[src/rtl/shift_arb_ctrl.sv]
// Round-robin arbiter for two requesters that share one serial shift register.
// Each winner's word is serialised onto sr_d over MSB cycles, then acknowledged with a done pulse.
module shift_arb_ctrl #(
  parameter int MSB = 4
) (
  input  logic           clk,
  input  logic           rst,
  input  logic           req0,
  input  logic           req1,
  input  logic           dir0,
  input  logic           dir1,
  input  logic [MSB-1:0] data0,
  input  logic [MSB-1:0] data1,
  output logic [1:0]     gnt,
  output logic [1:0]     done,
  output logic           busy,
  output logic           sr_en,
  output logic           sr_dir,
  output logic           sr_d
);

  localparam int CW = $clog2(MSB) + 1;

  typedef enum logic [1:0] {
    S_IDLE  = 2'd0,
    S_SHIFT = 2'd1,
    S_DONE  = 2'd2
  } state_t;

  state_t         state_q, state_d;
  logic [CW-1:0]  cnt_q, cnt_d;
  logic [MSB-1:0] data_q, data_d;
  logic           dir_q, dir_d;
  logic [1:0]     gnt_q, gnt_d;
  logic           last_q, last_d;
  logic           win_s;
  logic [CW-1:0]  bit_idx_s;
  logic           bit_s;

  // Arbitration: a lone request wins; on a tie the requester not served last wins.
  always_comb begin
    win_s = 1'b0;
    if (req0 && req1) begin
      win_s = ~last_q;
    end else begin
      win_s = req1;
    end
  end

  // Next-state logic for the transfer sequencer.
  always_comb begin
    state_d = state_q;
    cnt_d   = cnt_q;
    data_d  = data_q;
    dir_d   = dir_q;
    gnt_d   = gnt_q;
    last_d  = last_q;
    case (state_q)
      S_IDLE: begin
        if (req0 || req1) begin
          state_d = S_SHIFT;
          cnt_d   = {CW{1'b0}};
          last_d  = win_s;
          gnt_d   = win_s ? 2'b10 : 2'b01;
          dir_d   = win_s ? dir1 : dir0;
          data_d  = win_s ? data1 : data0;
        end else begin
          gnt_d = 2'b00;
        end
      end
      S_SHIFT: begin
        if (cnt_q == CW'(MSB - 1)) begin
          state_d = S_DONE;
        end else begin
          cnt_d = cnt_q + CW'(1);
        end
      end
      S_DONE: begin
        state_d = S_IDLE;
        gnt_d   = 2'b00;
      end
      default: begin
        state_d = S_IDLE;
        gnt_d   = 2'b00;
      end
    endcase
  end

  // State register with synchronous reset.
  always_ff @(posedge clk) begin
    if (rst) begin
      state_q <= S_IDLE;
      cnt_q   <= {CW{1'b0}};
      data_q  <= {MSB{1'b0}};
      dir_q   <= 1'b0;
      gnt_q   <= 2'b00;
      last_q  <= 1'b1;
    end else begin
      state_q <= state_d;
      cnt_q   <= cnt_d;
      data_q  <= data_d;
      dir_q   <= dir_d;
      gnt_q   <= gnt_d;
      last_q  <= last_d;
    end
  end

  // Left shifts take the word MSB-first, right shifts LSB-first, so the register ends up holding it.
  always_comb begin
    bit_s = 1'b0;
    if (dir_q) begin
      bit_idx_s = cnt_q;
    end else begin
      bit_idx_s = CW'(MSB - 1) - cnt_q;
    end
    for (int i = 0; i < MSB; i++) begin
      bit_s = bit_s | (data_q[i] & (bit_idx_s == CW'(i)));
    end
  end

  // Output decode from registered state.
  always_comb begin
    gnt    = gnt_q;
    busy   = (state_q != S_IDLE);
    sr_en  = (state_q == S_SHIFT);
    sr_dir = sr_en & dir_q;
    sr_d   = sr_en & bit_s;
    if (state_q == S_DONE) begin
      done = gnt_q;
    end else begin
      done = 2'b00;
    end
  end

endmodule

[config.mk]
export PLATFORM = sky130hd
export DESIGN_NAME = shift_arb_ctrl
export DESIGN_NICKNAME = d
export VERILOG_FILES = /design/src/rtl/shift_arb_ctrl.sv
export SDC_FILE = /design/constraint.sdc
export NUM_CORES = 1
export LEC_CHECK = 0
export ABC_CLOCK_PERIOD_IN_PS = 3200
export BUFFER_PORTS_ARGS = -buffer_cell sky130_fd_sc_hd__buf_2
export CAP_MARGIN = 25
export CORE_MARGIN = 2
export CORE_UTILIZATION = 45
export DETAILED_ROUTE_END_ITERATION = 7
export HOLD_SLACK_MARGIN = 0.12
export PLACE_DENSITY = 0.71
export SKIP_CTS_REPAIR_TIMING = 1
export SLEW_MARGIN = 20
export SYNTH_ARGS = -nofsm -noshare
export SYNTH_HDL_FRONTEND = slang
export SYNTH_SLANG_ARGS = --single-unit
[constraint.sdc]
create_clock -name clk -period 3.2 [get_ports clk]
set_input_delay 0.8 -clock clk [delete_from_list [all_inputs] [get_ports clk]]
set_output_delay 0.8 -clock clk [all_outputs]
set_load 0.01 [all_outputs]
==> results by stage <==
STA:
- After layout, the worst path uses 73.1% of the clock period.
- Setup repair after global routing left no endpoint under its margin.
- The total negative slack for setup checks is 0 ns.
- The time the final worst path needs with I/O delays and setup is 2.34 ns.
- The final setup violation count is 0.
- At the pin with the least slew margin, the transition time is 0.468 ns.
- The worst-case clock skew is 0.00265 ns.
- On the final layout, the worst hold slack is 0.475 ns.
- The worst max-slew margin expressed relative to the limit is 68.7%.
- The number of slew-limit violations in the final report was 0.
- The final count of hold timing violations is 0.
- Derived from the worst setup path, the maximum achievable clock frequency is 0.427 GHz.

Floorplan:
- In this run the vertical extent of the chip is 44.4 µm.
- The placeable core region is 1520 µm².
- The number of top-level pins is 22.
- The area enclosed by the die boundary is 1970 µm².
- The number of cell rows is 14.
- The effective utilization at floorplan is 48.1%.
- Measured along the x axis, the die boundary spans 44.4 µm.

Clock tree:
- CTS built an H-tree with a depth of 1.
- CTS placed an instance of clkbuf_4 at the clock tree root.
- The maximum buffer depth of the clock tree is 2.
- The number of sinks driven by the clock tree is 13.
- In this run, CTS created clock tree buffers numbering 3.
- TritonCTS built the clock tree.
- The clock transition time at the flip-flop clock pins of the worst setup and hold paths is 0.08 ns.
- The clock insertion delay at the later pin of the skew report is 0.27 ns.

Setup path:
- Data on the critical path arrives at its endpoint at 1.54 ns.
- The startpoint of the worst-slack reg-to-reg timing path is cnt_q[0].
- The start point of the critical path is cnt_q[0].
- The startpoint type of the worst setup path is a flop.
- The critical path required time is 2.40 ns.
- The worst setup path is of the flop to output port kind.
- The critical-path maximum fanout is 13.
- STA classifies the critical path endpoint as an output port.

Pwr:
- The portion of total power attributed to the clock network is 28.3%.
- The share of total power dissipated in combinational logic is 19.7%.
- Across the VDD grid, the largest voltage drop is 0.218 mV.
- The net switching power is 0.108 mW.
- For this design the static power due to leakage is 0.382 nW.
- Total power for the finished layout comes to 0.366 mW.
- The internal power component is 0.258 mW.
- The switching share of total power is 29.6%.
- For this design the ratio of total power to cell area is 421 nW/µm².
- The relative contribution of sequential cells to total power is 52.0%.

GRT:
- Global routing used 29.4% of the available met2 tracks.
- Summed over all layers, the global routing overflow is 0.
- The global-route track usage on met3 is 4.08%.
- The via count of the first global-routing pass is 634.
- The wire length of the first global-routing pass is 2740 µm.
- In the global route stage, overall resource usage came out at 18.5%.
- The global-route track usage on met1 is 25.3%.
- The most utilized layer in the global route result is met2.
- The maximum number of pins on one net before global-route repair is 14.
- The number of antenna violations at the first check in global routing is 0.

Placement:
- The number of cells in the design after placement is 114.
- The count of input and output buffers is 21.
- Routability-driven placement finished with a final weighted congestion of 0.771.
- The detailed placement HPWL is 1140 µm.

Detailed routing:
- In this run the remaining antenna-violating nets after routing total 0.
- In this run, the number of DRC markers left after iteration 0 of detailed routing was 8.
- The detailed-router iteration count before antenna repair is 4.
- The final route contains 658 vias.
- In the final routed layout, each cell accounts on average for 12.8 µm.
- For this block, the routed nets add up to 1520 µm of wire.
- Dividing the detail-routed via count by the number of cells gives 5.58.
- In the routed design, unresolved DRC markers number 0.

Job:
- The tool flagged a number of max-cap violations equal to 0.

Final layout:
- The filler cells instantiated in the layout total 127.
- For this run, the share of the core covered by cells in the final layout is 57.1%.
- The top cell types in the final layout, fill and taps aside, are buf_2 (21), dfxtp_1 (13), a21oi_1 (8).
- The layout overhead on the synthesized area is 18.6%.
- Summing all multi-input logic gate instances after layout gives 447 µm².
- After the last flow step, the layout net total stands at 118.
- The area of all sequential standard cells is 260 µm².
- The number of antenna cells inserted is 0.
- The most common library cell in the layout ignoring fill and taps is buf_2.
- Cells with a size suffix above 1 make up 32.4% of the layout.
- Leaving out filler cells and counting taps, the final layout contains 118.

Yosys:
- The area of the mapped netlist is 733 µm².
- The post-synth net total is 96.
- Of the total synthesized cell area, the portion taken by XOR and XNOR cells is 0%.
- The mux share of post-synthesis cell area is 8.19%.
- After synthesis, the largest family of logic cells by area is simple AND/OR/NAND/NOR gates.
- The fraction of the mapped netlist area in compound gates is 23.0%.
- The sequential element share of the synthesized area is 35.5%.
- The share of the synthesized area in the top cell type is 35.5%.
- Yosys mapped the design onto 31 distinct sky130hd cell types.
- The synthesized-area fraction occupied by and/or/nand/nor cells is 28.0%.
- Each instance of the synthesized netlist takes up on average 9.05 µm².
- The largest area contributor in the synthesized netlist is dfxtp_1.
- By area the synthesized netlist is led by dfxtp_1 (35%), mux2i_1 (8.2%), a21oi_1 (5.5%), a211oi_1 (5.1%), and3b_1 (4.8%).
- After Yosys synthesis, full adders, half adders and majority gates account for 1.71% of the synthesized area.
- After technology mapping, the gate count stands at 81.
- Synthesis inferred 13 register bits.
- The Yosys step of the flow raised 0 warnings.

Hold path:
- The worst hold path begins at gnt[0].
- The worst hold path belongs to the class flop to flop.

Run status:
- The flow ran to the end, and the final reports show no timing, DRC or antenna violations.
[flip-flops by register name (all words and copies together) (netlist names)]
| name | cells |
|---|---|
| dir_q | 1 |
| gnt | 2 |
| last_q | 1 |
| data_q | 4 |
| cnt_q | 3 |
| state_q | 2 |
[metal layers]
metal | wire length (µm) | vias up | share of wire [%]
li1 | - | 349 | -
met1 | 721 | 285 | 48
met2 | 707 | 22 | 47
met3 | 77 | 2 | 5.1
met4 | 9 | 0 | 0.59
met5 | 0 | - | 0
[kinds of logic after synthesis]
| kind of cell | Yosys count |
|---|---|
| AND/OR/NAND/NOR | 29 |
| adder cells (fa/ha/maj) | 1 |
| multiplexers | 6 |
| buffers and inverters | 7 |
| flip-flops | 13 |
| AO/OA/AOI/OAI | 25 |
[cell usage after synthesis]
cell       n
dfxtp_1   13
a21oi_1    8
mux2i_1    6
a211oi_1   5
o21ai_0    5
and3b_1    4
clkbuf_1   4
nand2_1    3
nor3_1     3
nor3b_1    3
and3b_2    2
inv_1      2
nand2b_1   2
nor2_1     2
nor2b_1    2
o221ai_1   2
a211oi_2   1
a21boi_2   1
a221o_1    1
a41oi_1    1
and2_1     1
and3_1     1
ha_1       1
inv_2      1
nand2b_4   1
nand3b_1   1
nor2_4     1
o22ai_1    1
or2_2      1
or3_1      1
or4_4      1
[stage by stage]
stage	setup slack [ns]	area (µm²)
finish	0.861	870
global route	0.674	870
CTS	0.841	870
detailed placement	1.17	843
global placement	1.27	843
floorplan	1.25	733
[power groups by stage]
stage | Sequential (mW) | Combinational [mW] | Clock (mW)
after floorplan | 0.186 | 0.0542 | 0
after global placement | 0.193 | 0.0709 | 0
after detailed placement | 0.194 | 0.0724 | 0
after CTS | 0.190 | 0.0726 | 0.107
after global routing | 0.193 | 0.0823 | 0.116
final | 0.190 | 0.0722 | 0.104
[critical path, stage by stage (launching register included)]
cell     delay [ns]
dfxtp_1        0.54
nor3b_1        0.24
o21ai_0        0.12
a41oi_1        0.21
buf_2          0.16
[worst paths after layout]
kind	cells after the start	end	slack, ns
worst max-delay path	4	sr_d	0.86
worst min register to register	2	gnt[0]	0.48
worst max register to register	4	cnt_q[2]	1.63
worst min-delay path	2	gnt[0]	0.48
[area by class of cell]
class | count | area share [%]
Sequential cell | 13 | 29.9
Inverter | 3 | 1.29
Timing Repair Buffer | 21 | 12.1
Tap cell | 16 | 2.30
Clock buffer | 4 | 3.02
Multi-Input combinational cell | 61 | 51.4
Note: power is estimated with default switching activity, not from simulation.
